### config.mk
export PLATFORM = sky130hd
export DESIGN_NAME = serial_adder
export DESIGN_NICKNAME = d
export VERILOG_FILES = /design/src/rtl/serial_adder.sv
export SDC_FILE = /design/constraint.sdc
export NUM_CORES = 1
export LEC_CHECK = 0
export BUFFER_PORTS_ARGS = -buffer_cell sky130_fd_sc_hd__buf_2
export CORE_MARGIN = 2
export CORE_UTILIZATION = 49
export DETAILED_ROUTE_END_ITERATION = 10
export GPL_ROUTABILITY_DRIVEN = 0
export PLACE_DENSITY = 0.74
export SYNTH_ARGS = -nofsm -noshare
export SYNTH_HDL_FRONTEND = slang
export SYNTH_SLANG_ARGS = --single-unit
### constraint.sdc
create_clock -name clk -period 1.4 [get_ports clk]
set_input_delay 0.28 -clock clk [delete_from_list [all_inputs] [get_ports clk]]
set_output_delay 0.28 -clock clk [all_outputs]
set_load 0.01 [all_outputs]
### src/rtl/serial_adder.sv
`default_nettype none
// ============================================================================
// Module   : serial_adder (with one-bit full-adder Slice)
// Brief    : Bit-serial WIDTH-bit adder, one Slice evaluated per clock, LSB first.
// Revision : 1.0 - initial release
// ============================================================================

module Slice (
   input  logic a,
   input  logic b,
   input  logic cin,
   output logic s,
   output logic cout
);
   assign s    = a ^ b ^ cin;
   assign cout = (a & b) | (cin & (a ^ b));
endmodule

module serial_adder #(
   parameter int WIDTH = 8
) (
   input  logic             clk,
   input  logic             rst,
   input  logic             start,
   input  logic [WIDTH-1:0] a,
   input  logic [WIDTH-1:0] b,
   input  logic             cin,
   output logic             busy,
   output logic             done,
   output logic [WIDTH-1:0] s,
   output logic             cout,
   output logic             ovf
);
   localparam int CNT_W = (WIDTH > 2) ? $clog2(WIDTH) : 1;
   localparam logic [CNT_W-1:0] c_LAST = CNT_W'(WIDTH - 1);

   typedef enum logic [1:0] {
      ST_IDLE  = 2'd0,
      ST_SHIFT = 2'd1,
      ST_DONE  = 2'd2
   } state_t;

   state_t           r_state;
   state_t           w_state_nxt;
   logic [WIDTH-1:0] r_opa;
   logic [WIDTH-1:0] r_opb;
   logic             r_carry;
   logic [WIDTH-1:0] r_acc;
   logic [CNT_W-1:0] r_cnt;
   logic [WIDTH-1:0] r_s;
   logic             r_cout;
   logic             r_ovf;

   logic             w_slice_s;
   logic             w_slice_cout;
   logic             w_load;
   logic             w_shift;
   logic             w_last;
   logic [WIDTH-1:0] w_acc_nxt;

   Slice u_slice (
      .a    (r_opa[0]),
      .b    (r_opb[0]),
      .cin  (r_carry),
      .s    (w_slice_s),
      .cout (w_slice_cout)
   );

   // A start is only honoured outside SHIFT; requests while busy are dropped.
   assign w_load    = start && (r_state != ST_SHIFT);
   assign w_shift   = (r_state == ST_SHIFT);
   assign w_last    = w_shift && (r_cnt == c_LAST);
   assign w_acc_nxt = {w_slice_s, r_acc[WIDTH-1:1]};

   always_ff @(posedge clk or posedge rst) begin
      if (rst) begin
         r_state <= ST_IDLE;
      end else begin
         r_state <= w_state_nxt;
      end
   end

   always_comb begin
      w_state_nxt = r_state;
      unique case (r_state)
         ST_IDLE:  if (start) w_state_nxt = ST_SHIFT;
         ST_SHIFT: if (w_last) w_state_nxt = ST_DONE;
         ST_DONE:  w_state_nxt = start ? ST_SHIFT : ST_IDLE;
         default:  w_state_nxt = ST_IDLE;
      endcase
   end

   always_ff @(posedge clk or posedge rst) begin
      if (rst) begin
         r_opa   <= '0;
         r_opb   <= '0;
         r_carry <= 1'b0;
         r_acc   <= '0;
         r_cnt   <= '0;
      end else if (w_load) begin
         r_opa   <= a;
         r_opb   <= b;
         r_carry <= cin;
         r_acc   <= '0;
         r_cnt   <= '0;
      end else if (w_shift) begin
         r_opa   <= r_opa >> 1;
         r_opb   <= r_opb >> 1;
         r_carry <= w_slice_cout;
         r_acc   <= w_acc_nxt;
         r_cnt   <= r_cnt + 1'b1;
      end
   end

   // Result registers update only on the final bit, so they hold between results.
   // On that edge r_carry is the carry into the MSB.
   always_ff @(posedge clk or posedge rst) begin
      if (rst) begin
         r_s    <= '0;
         r_cout <= 1'b0;
         r_ovf  <= 1'b0;
      end else if (w_last) begin
         r_s    <= w_acc_nxt;
         r_cout <= w_slice_cout;
         r_ovf  <= w_slice_cout ^ r_carry;
      end
   end

   assign busy = (r_state == ST_SHIFT);
   assign done = (r_state == ST_DONE);
   assign s    = r_s;
   assign cout = r_cout;
   assign ovf  = r_ovf;

endmodule
`default_nettype wire

# Yosys cells after proc, flatten, opt, wreduce, memory -nomap -nowiden
# Cells that the tools add are included.
[word_totals]
reg_bits = 40
in_bits = 20
out_inout_bits = 12
wordCells = 41
[op_classes]
n_addsub = 1
n_eq_ne = 6
n_mux = 14
n_bitwise = 6
reduce_logical = 5
[ops]
columns = ["op", "count"]
rows = [
  ["$mux W8", 6],
  ["$mux W3", 2],
  ["$pmux W2 S3", 1],
  ["$mux W2", 2],
  ["$ne A2 B1 Y1 const B", 2],
  ["$add A3 B1 Y3 const B", 1],
  ["$eq A3 B3 Y1 const B", 1],
  ["$mux W1", 3],
  ["$xor A1 B1 Y1", 3],
  ["$and A1 B1 Y1", 2],
  ["$eq A2 B1 Y1 const B", 1],
  ["$eq A2 B2 Y1 const B", 1],
  ["$logic_and A1 B1 Y1", 2],
  ["$logic_not A2 Y1", 1],
  ["$ne A2 B2 Y1 const B", 1],
  ["$reduce_and A2 Y1", 1],
  ["$reduce_bool A2 Y1", 1],
  ["$or A1 B1 Y1", 1],
]

# Logic depth before layout (Yosys ltp)
# Gate-level depths: netlist of the first run.
[depth]
depth_word = 5
ltp_mapped = 5
mapped_depth_nobuf = 4

# Hierarchy
# Synthesis of the first run repeated with hierarchy kept, for this count alone.
[unflattened]
cells_unflattened = 122
area_unflattened_um2 = 1844.3
[by_module_without_submodules]
columns = ["mod", "instances", "cells_each", "area_per_inst_um2", "seq_area_each_um2"]
rows = [
  ["serial_adder", 1, 121, 1824.2, 975.9],
  ["Slice", 1, 1, 20.0, 0.0],
]

# Least setup slack after synthesis of the first run
# No wires, ideal clock.
[synth_path]
kind = "reg-to-reg"
start = "register r_cnt[0]"
end = "register r_cout, in the netlist cout"
setup_ps = 125
t_arrival_ps = 1388
required_time_ps = 1275
setup_slack_ps = -112
stages_incl_launch_ff = 6
n_path_buf = 1
synth_period_minus_slack_ps = 1512
cell_sequence = "dfrtp_1 -> ha_1 -> ha_1 -> nand3b_1 -> buf_2 -> mux2_2"
[synth_via]
elab_chain_len = 2
[synth_rtl]
columns = ["element", "line", "source"]
rows = [
  ["start: declaration", "49", "logic [CNT_W-1:0] r_cnt;"],
  ["start signal: assignment", "111", "r_cnt <= r_cnt + 1'b1;"],
  ["$eq A3 B3 Y1", "72", "assign w_last = w_shift && (r_cnt == c_LAST);"],
  ["$logic_and A1 B1 Y1", "72", ""],
  ["end signal: assignment", "124", "r_cout <= w_slice_cout;"],
  ["end: declaration", "51", "logic r_cout;"],
]
# Every way passes these cells.
# A chain may end at the register's enable or synchronous reset.

# Final worst setup path of the first run
[layout_path]
start = "register r_cnt[0]"
end = "register r_s[0], in the netlist s[0]"
[layout_via]
elab_chain_len = 2
[layout_rtl]
columns = ["element", "line", "source"]
rows = [
  ["$eq A3 B3 Y1", "72", ""],
  ["$logic_and A1 B1 Y1", "72", ""],
  ["end signal: assignment", "123", "r_s <= w_acc_nxt;"],
  ["end: declaration", "50", "logic [WIDTH-1:0] r_s;"],
]
# Every way passes these cells.

==> results of run 1 <==
final timing paths:
path,startpoint,endpoint,slack [ns],cells past startpoint
max in group asynchronous,rst,r_state[0]$_DFFE_PP0P_,0.93,3
max reg2reg,r_cnt[0]$_DFFE_PP0P_,s[0]$_DFFE_PP0P_,-0.09,5
min,rst,r_opa[6]$_DFFE_PP0P_,0.10,3
min reg2reg,ovf$_DFFE_PP0P_,ovf$_DFFE_PP0P_,0.51,1
min in group clk,a[7],r_opa[7]$_DFFE_PP0P_,0.26,3
max,r_cnt[0]$_DFFE_PP0P_,s[0]$_DFFE_PP0P_,-0.09,5
synthesized netlist by cell type:
| cell type | number | share of area |
|---|---|---|
| xor2_1 | 1 | 0.0047 |
| nand2b_1 | 2 | 0.0068 |
| mux2i_1 | 3 | 0.016 |
| mux2_2 | 35 | 0.21 |
| o22ai_1 | 1 | 0.0034 |
| fa_1 | 1 | 0.011 |
| mux2_4 | 14 | 0.11 |
| ha_1 | 2 | 0.014 |
| buf_6 | 3 | 0.018 |
| buf_2 | 3 | 0.0081 |
| dfrtp_1 | 39 | 0.53 |
| inv_1 | 4 | 0.0081 |
| nand3b_1 | 1 | 0.0041 |
| nor2b_1 | 10 | 0.034 |
| nor2_1 | 2 | 0.0041 |
| buf_12 | 1 | 0.011 |
critical path: stages, from the launching register on:
cell      delay (ns)
dfrtp_1         0.40
ha_2            0.21
ha_4            0.15
nand3b_1        0.15
buf_6           0.16
mux2_4          0.30
where the power goes:
| group | total [mW] | switching, mW | internal (mW) |
|---|---|---|---|
| combinational | 2.26 | 0.765 | 1.49 |
| clock | 0.679 | 0.347 | 0.332 |
| sequential | 1.93 | 0.310 | 1.62 |
| total | 4.86 | 1.42 | 3.44 |
state kept, by name, summed over array words and instances, names as in the netlist:
name     flops
s            8
r_carry      1
r_state      2
r_opa        8
r_cnt        3
ovf          1
r_opb        8
cout         1
r_acc        7
layout make-up:
| type | instances | area, um2 | area share |
|---|---|---|---|
| clock buffers | 6 | 72.6 | 0.0314 |
| inverters | 4 | 27.5 | 0.0119 |
| multi-input cells | 72 | 845 | 0.365 |
| flip-flops and latches | 39 | 977 | 0.422 |
| well taps | 48 | 60.1 | 0.0260 |
| repair buffers | 46 | 332 | 0.143 |
kinds of logic after synthesis:
group                      count (synthesis)  share of synthesized area
muxes                                     52                      0.344
DFF                                       39                      0.529
and+or+nand+nor                           15                     0.0488
buffers and inverters                     11                     0.0454
adders and majority gates                  3                     0.0244
AOI/OAI and AO/OA                          1                    0.00339
xor gates and xnor gates                   1                    0.00475
routing by layer:
metal  vias to the layer above  global-route usage  routed length, um
met3                         2              0.0565                125
met1                       543               0.233               1450
li1                        509                   -                  -
met4                         0              0.0391                 19
met5                         -                   0                  0
met2                        23               0.270               1620
what timing repair did:
item,4_1_cts,5_1_grt
cloned,1,0
pin swaps,1,0
hold endpoints to repair,0,0
resized for setup,18,3
buffers inserted,1,6
endpoints found under the setup margin,11,11
layout by cell type, fill, tap and decap left out, drive strengths merged, types with 2 or more instances in the layout:
cell type  count
nor2b         10
clkbuf         6
nor2           2
buf           45
mux2i          3
ha             2
nand2b         2
mux2          49
dfrtp         39
inv            3
through the flow:
stage / instances / TNS [ns] / util / cell area (um2) / hold slack, ns
global placement: 201 / -0.0151 / 0.571 / 2070 / 0.406
finish: 215 / -0.825 / 0.637 / 2310 / 0.102
global route: 215 / -1.29 / 0.637 / 2310 / 0.133
CTS: 209 / -0.690 / 0.622 / 2260 / 0.117
floorplan: 122 / -0.0138 / - / 1860 / 0.436
detailed placement: 201 / -0.485 / 0.571 / 2070 / 0.427
==> out/results.ini, run 1 <==
[timing]
finalCritPeriodShare=1.06
fmaxAchievable_ghz=0.672
rsz0062_at_grt=true
skew_ns=0.00127
drv_slew=0
relSlewSlack=0.673
worst_pin_slew_ns=0.490
timing.final.hold_violations=0
setup_ws_ns=-0.0875
setup_violations=10
layout_min_cycle_time_ns=1.49

[die]
core_area_um2=3630
start_util=0.508
die_area_um2=4270
die_y_um=65.4
rows=22
die-width_um=65.4
io_pins=32

[place]
port_buffers=31
post-place-ws_ns=-0.0550
hpwlAfterDp_um=2020

[detailed_routing]
final_antenna_net_count=0
routed_wl_um=3210
wire_per_inst_um=14.9
drc=0
vias_per_cell=5.01
vias=1077
first_pass_iters=4
drt_iter0_drc=27

[global_routing]
antenna_found_initial=0
grt_overflow_total=0
grtUsageTotal=0.172
grt_pass1_wl_um=5440
grt_max_degree=40
grt_pass1_vias=1105

[logic_synthesis]
synth.cell_area_um2=1840
ys_ff_latch=39
ys_warn_count=0
netlist_instances=122
synth_area_per_cell_um2=15.1
syn_nets=145
ys_seq_area_frac=0.529
synth_cell_types=16

[clocking]
path_clk_slew_ns=0.07
clockRootBuffer=clkbuf_8
clk_latency_ns=0.28
htreeDepth=2
numCtsBuffers=5
cts_hold_buffers=0
cts_tree=done
clkSinkCount=39
clk_path_buf_depth=2

[min_path]
min_path_type=in -> async

[worst_setup_path]
end_kind=flop
cp-start-kind=flop
cp_max_fo=6
crit_required_ns=1.57
crit_arrival_ns=1.66
crit_type=reg -> reg

[cells_and_area]
drive_above_1_share=0.629
area_growth_pct=25.4
diodes=0
fill_cells=302
nets=191

[status]
violations=negative setup slack
outcome=complete, but fails checks

[power]
powerDensity_nw_per_um2=2100
p_leak_nw=1.19
p_total_mw=4.86
peakVddDrop_v=0.00111

[job]
drv_cap=0

Note: power is estimated with default switching activity, not from simulation.
==> run 2, diff against run 1 <==
--- a/config.mk
+++ b/config.mk
@@ -14,3 +14,4 @@
 export SYNTH_ARGS = -nofsm -noshare
 export SYNTH_HDL_FRONTEND = slang
+export SYNTH_HIERARCHICAL = 1
 export SYNTH_SLANG_ARGS = --single-unit
==> constraint.sdc (replaced) <==
create_clock -name clk -period 1.4 [get_ports clk]
set_input_delay 0.28 -clock clk [delete_from_list [all_inputs] [get_ports clk]]
set_output_delay 0.28 -clock clk [all_outputs]
set_load 0.02 [all_outputs]
==> run 2 against run 1 <==
  * The flow still finishes with violations (negative setup slack)
  * Worst setup slack improved by 0.025 ns
  * Fmax increased by 1.7%
  * Sequential power barely moved
  * Total power decreased by 2.9%
  * Register-to-register slack gained 0.02 ns
  * Hold slack better by 0.0045 ns
  * Sequential cell count unchanged
==> out/results.ini, run 2 <==
[worst_setup_path]
cp_max_fo=11
cp-start-kind=flop
path_cells=ha_2 > ha_4 > nand3b_1 > buf_12 > mux2_2
crit_type=reg -> reg
end_kind=flop
crit_arrival_ns=1.63
crit_required_ns=1.57
path_delay_family=flip-flops
cp_slowest_cell=dfrtp_1
path_buf_inv=1
max_stage_delay_ns=0.39

[place]
hpwlAfterDp_um=2050
port_buffers=31
post-place-ws_ns=-0.0619

[die]
start_util=0.508
core_area_um2=3630
io_pins=32
die_y_um=65.4
rows=22
die_area_um2=4270
die-width_um=65.4

[timing]
relSlewSlack=0.678
fmaxAchievable_ghz=0.684
setup_violations=10
setup_ws_ns=-0.0628
finalSetupTns_ns=-0.506
finalCritPeriodShare=1.04
layout_min_cycle_time_ns=1.46
timing.final.hold_violations=0
skew_ns=0.00514
hold_ws_ns=0.107
rsz0062_at_grt=true
drv_slew=0
worst_pin_slew_ns=0.484

[detailed_routing]
first_pass_iters=4
drt_iter0_drc=31
vias_per_cell=4.92
wire_per_inst_um=14.2
routed_wl_um=3020
drc=0
final_antenna_net_count=0
vias=1042

[cells_and_area]
area_growth_pct=20.8
nets=186
layout_common_cells=dfrtp_1, mux2_2, buf_2, mux2_4, nor2b_1
final_common_cell=dfrtp_1
drive_above_1_share=0.616
diodes=0

[min_path]
min_path_type=in -> async

[clocking]
numCtsBuffers=5
clk_path_buf_depth=2
htreeDepth=2
clkSinkCount=39
cts_tree=done
clk_latency_ns=0.28
clockRootBuffer=clkbuf_8
path_clk_slew_ns=0.07
cts_hold_buffers=0

[power]
peakVddDrop_v=0.00126
powerDensity_nw_per_um2=2120
p_leak_nw=1.13

[status]
outcome=complete, but fails checks
violations=negative setup slack

[global_routing]
grt_max_degree=40
grt_pass1_vias=1085
grtUsageTotal=0.159
antenna_found_initial=0
grt_pass1_wl_um=5110
grt_overflow_total=0

[logic_synthesis]
ys_seq_area_frac=0.529
synth_common_cells=dfrtp_1, mux2_2, mux2_4
synth_flop_cell=dfrtp_1
synthArstFlopShare=1.00
synth_area_per_cell_um2=15.1
synth_cell_types=16
netlist_instances=122
synth.cell_area_um2=1840
ys_ff_latch=39
synthTopCellsByArea=dfrtp_1, mux2_2, mux2_4, nor2b_1, buf_6
synth.most_common_cell=dfrtp_1
ys_warn_count=6
synth_top_area_share=0.529
synth-edff-count=0
syn_nets=145
yosysTopAreaCell=dfrtp_1

[job]
drv_cap=0

run 2: worst register-to-register path: cells and delay by family (launching register included):
family,cells,cell delay (ns)
multiplexers,1,0.33
flip-flops,1,0.39
adder cells (fa/ha/maj),2,0.35
AND/OR/NAND/NOR,1,0.12
buffers and inverters,1,0.15
run 2: kinds of logic after synthesis:
family	Yosys count	share of synthesized area
AND/OR/NAND/NOR	15	0.0488
multiplexers	52	0.344
adder cells (fa/ha/maj)	3	0.0244
AO/OA/AOI/OAI	1	0.00339
buffers and inverters	11	0.0454
flip-flops	39	0.529
XOR/XNOR	1	0.00475
run 2: timing repair:
action | 4_1_cts | 5_1_grt
gates resized for setup | 3 | 4
pin swaps | 0 | 0
buffers inserted | 0 | 1
setup endpoints to repair | 11 | 11
run 2: worst paths after layout:
path	startpoint	to	slack, ns	depth (start not counted)
worst max-delay path	r_cnt[1]$_DFFE_PP0P_	cout$_DFFE_PP0P_	-0.06	5
worst min-delay path	rst	r_opb[0]$_DFFE_PP0P_	0.11	3
worst max register to register	r_cnt[1]$_DFFE_PP0P_	cout$_DFFE_PP0P_	-0.06	5
worst min register to register	r_opb[2]$_DFFE_PP0P_	r_opb[1]$_DFFE_PP0P_	0.51	1
max in group asynchronous	rst	r_cnt[0]$_DFFE_PP0P_	0.96	3
min in group clk	b[7]	r_opb[7]$_DFFE_PP0P_	0.25	3
run 2: per-layer routing:
layer | up-vias | part of all wire | GRT usage
met5 | - | 0 | 0
met2 | 19 | 0.50 | 0.246
met4 | 0 | 0.015 | 0.0625
li1 | 498 | - | -
met1 | 521 | 0.44 | 0.212
met3 | 4 | 0.048 | 0.0479
run 2: stage by stage:
| step | util | total power, mW | area [um2] | cells |
|---|---|---|---|---|
| after floorplan | - | 3.35 | 1860 | 122 |
| after global placement | 0.575 | 3.72 | 2090 | 203 |
| after detailed placement | 0.575 | 3.85 | 2090 | 203 |
| after CTS | 0.606 | 4.72 | 2200 | 211 |
| after global routing | 0.613 | 5.06 | 2230 | 212 |
| final | 0.613 | 4.72 | 2230 | 212 |
run 2: area by class of cell:
type | instances | area (um2)
sequential | 39 | 976
timing repair buffer | 41 | 258
inverter | 4 | 15.0
tap | 48 | 60.1
clock buffer | 8 | 100
multi-input combinational | 72 | 818
fill | 304 | 1410
run 2: power breakdown:
part | switching, mW | total, mW | internal, mW
clock network | 0.362 | 0.811 | 0.449
registers | 0.289 | 1.91 | 1.62
logic | 0.805 | 2.01 | 1.20
total | 1.46 | 4.72 | 3.27
==> run 3, diff against run 2 <==
Settings changed: CELL_PAD_IN_SITES_DETAIL_PLACEMENT set to 0, CELL_PAD_IN_SITES_GLOBAL_PLACEMENT set to 2, CORE_UTILIZATION 49 to 35, PLACE_DENSITY 0.74 to not set, PLACE_DENSITY_LB_ADDON set to 0.1.
==> run 3 against run 2 <==
  * The flow still finishes with violations (negative setup slack)
  * Largest power group unchanged
  * Combinational power is 13% higher
  * Non-clock buffer count rose by 8
  * Global-route usage decreased by 3.9 points
  * Total power up 5.2%
  * Worst setup slack got worse by 0.0074 ns
==> out/results.ini, run 3 (synthesized netlist as in run 2, its figures left out) <==
[status]
outcome=complete, but fails checks
violations=negative setup slack

[timing]
setup_ws_ns=-0.0702
drv_slew=0
fmaxAchievable_ghz=0.680
relSlewSlack=0.857
setup_violations=10
finalSetupTns_ns=-0.600
hold_ws_ns=0.0327
finalCritPeriodShare=1.05
rsz0062_at_grt=true
layout_min_cycle_time_ns=1.47
skew_ns=0.00370
worst_pin_slew_ns=0.214
timing.final.hold_violations=0

[cells_and_area]
layout_common_cells=dfrtp_1, mux2_2, buf_2, mux2_4, buf_4
diodes=0
fill_cells=483
multiInputGateArea_um2=802
area_growth_pct=27.4
drive_above_1_share=0.645
seq_area_um2=976
nets=194
final_common_cell=dfrtp_1
finalNonFillerCells=242

[detailed_routing]
final_antenna_net_count=0
vias_per_cell=4.36
drc=0
routed_wl_um=3240
drt_iter0_drc=19
wire_per_inst_um=13.4
first_pass_iters=2
vias=1056

[worst_setup_path]
crit_required_ns=1.57
crit_type=reg -> reg
crit_arrival_ns=1.64
end_kind=flop
r2r_slack_ns=-0.07
cp_slowest_cell=dfrtp_1
r2r_start=r_cnt[0]$_DFFE_PP0P_
cp_max_fo=11
crit_top_cell=ha_2
r2r_cells=5
cp-start-kind=flop
r2r-end=s[2]$_DFFE_PP0P_
path_cells=ha_2 > ha_2 > nand3b_1 > buf_12 > mux2_2
max_stage_delay_ns=0.40

[clocking]
cts_tree=done
clockRootBuffer=clkbuf_8
clk_latency_ns=0.28
path_clk_slew_ns=0.07
htreeDepth=2
cts_hold_buffers=0
clk_path_buf_depth=2
clkSinkCount=39
numCtsBuffers=5

[die]
die_area_um2=5870
die-width_um=76.6
io_pins=32
core_area_um2=5110
start_util=0.361
rows=26
die_y_um=76.6

[global_routing]
grtUsageTotal=0.120
grt_pass1_wl_um=5490
grt_overflow_total=0
grt_pass1_vias=1148
grt_max_degree=40
antenna_found_initial=0

[place]
hpwlAfterDp_um=2140
dp_cells=225
post-place-ws_ns=-0.0642
port_buffers=31

[power]
peakVddDrop_v=0.000825
powerDensity_nw_per_um2=2120
p_leak_nw=1.17

[min_path]
min_path_type=in -> async

[job]
drv_cap=0

-- run 3: what timing repair did --
item / in CTS / in global routing
pin swaps: 0 / 1
buffers inserted: 2 / 7
setup endpoints to repair: 11 / 13
gates resized for setup: 9 / 4
-- run 3: final cells by class --
class	count	share of cell area
clock buffer	8	0.0426
multi-input combinational	72	0.341
tap	70	0.0373
inverter	4	0.0117
sequential	39	0.415
timing repair buffer	49	0.152
-- run 3: how the worst max path moves through the flow --
stage,from,endpoint,slack (ns)
5_1_grt,r_cnt[0]$_DFFE_PP0P_,s[2]$_DFFE_PP0P_,-0.13
3_3_place_gp,r_cnt[1]$_DFFE_PP0P_,s[5]$_DFFE_PP0P_,-0.02
2_1_floorplan,r_cnt[0]$_DFFE_PP0P_,cout$_DFFE_PP0P_,-0.001
6_report,r_cnt[0]$_DFFE_PP0P_,s[2]$_DFFE_PP0P_,-0.07
4_1_cts,r_cnt[0]$_DFFE_PP0P_,cout$_DFFE_PP0P_,-0.08
3_5_place_dp,r_cnt[0]$_DFFE_PP0P_,s[2]$_DFFE_PP0P_,-0.06
-- run 3: power by group --
part           leakage [nW]  switching [mW]  total (mW)  internal, mW
clock network        0.0515           0.371       0.821         0.450
registers             0.498           0.268        1.88          1.62
logic                 0.625           0.876        2.27          1.39
-- run 3: critical path: cells and delay by family (launching register included) --
| family | cells | cell delay, ns |
|---|---|---|
| buffers and inverters | 1 | 0.15 |
| adder cells (fa/ha/maj) | 2 | 0.35 |
| AND/OR/NAND/NOR | 1 | 0.13 |
| multiplexers | 1 | 0.34 |
| flip-flops | 1 | 0.40 |
-- run 3: per-layer routing --
| layer | track usage | routed length, um |
|---|---|---|
| met5 | 0 | 0 |
| met4 | 0.0491 | 35 |
| met3 | 0.0379 | 133 |
| met2 | 0.192 | 1560 |
| met1 | 0.152 | 1520 |
-- run 3: stage by stage --
stage | util | power [mW] | instance area [um2]
after floorplan | - | 3.35 | 1860
after global placement | 0.419 | 3.81 | 2140
after detailed placement | 0.419 | 3.89 | 2140
after CTS | 0.447 | 4.85 | 2280
after global routing | 0.460 | 5.33 | 2350
final | 0.460 | 4.97 | 2350
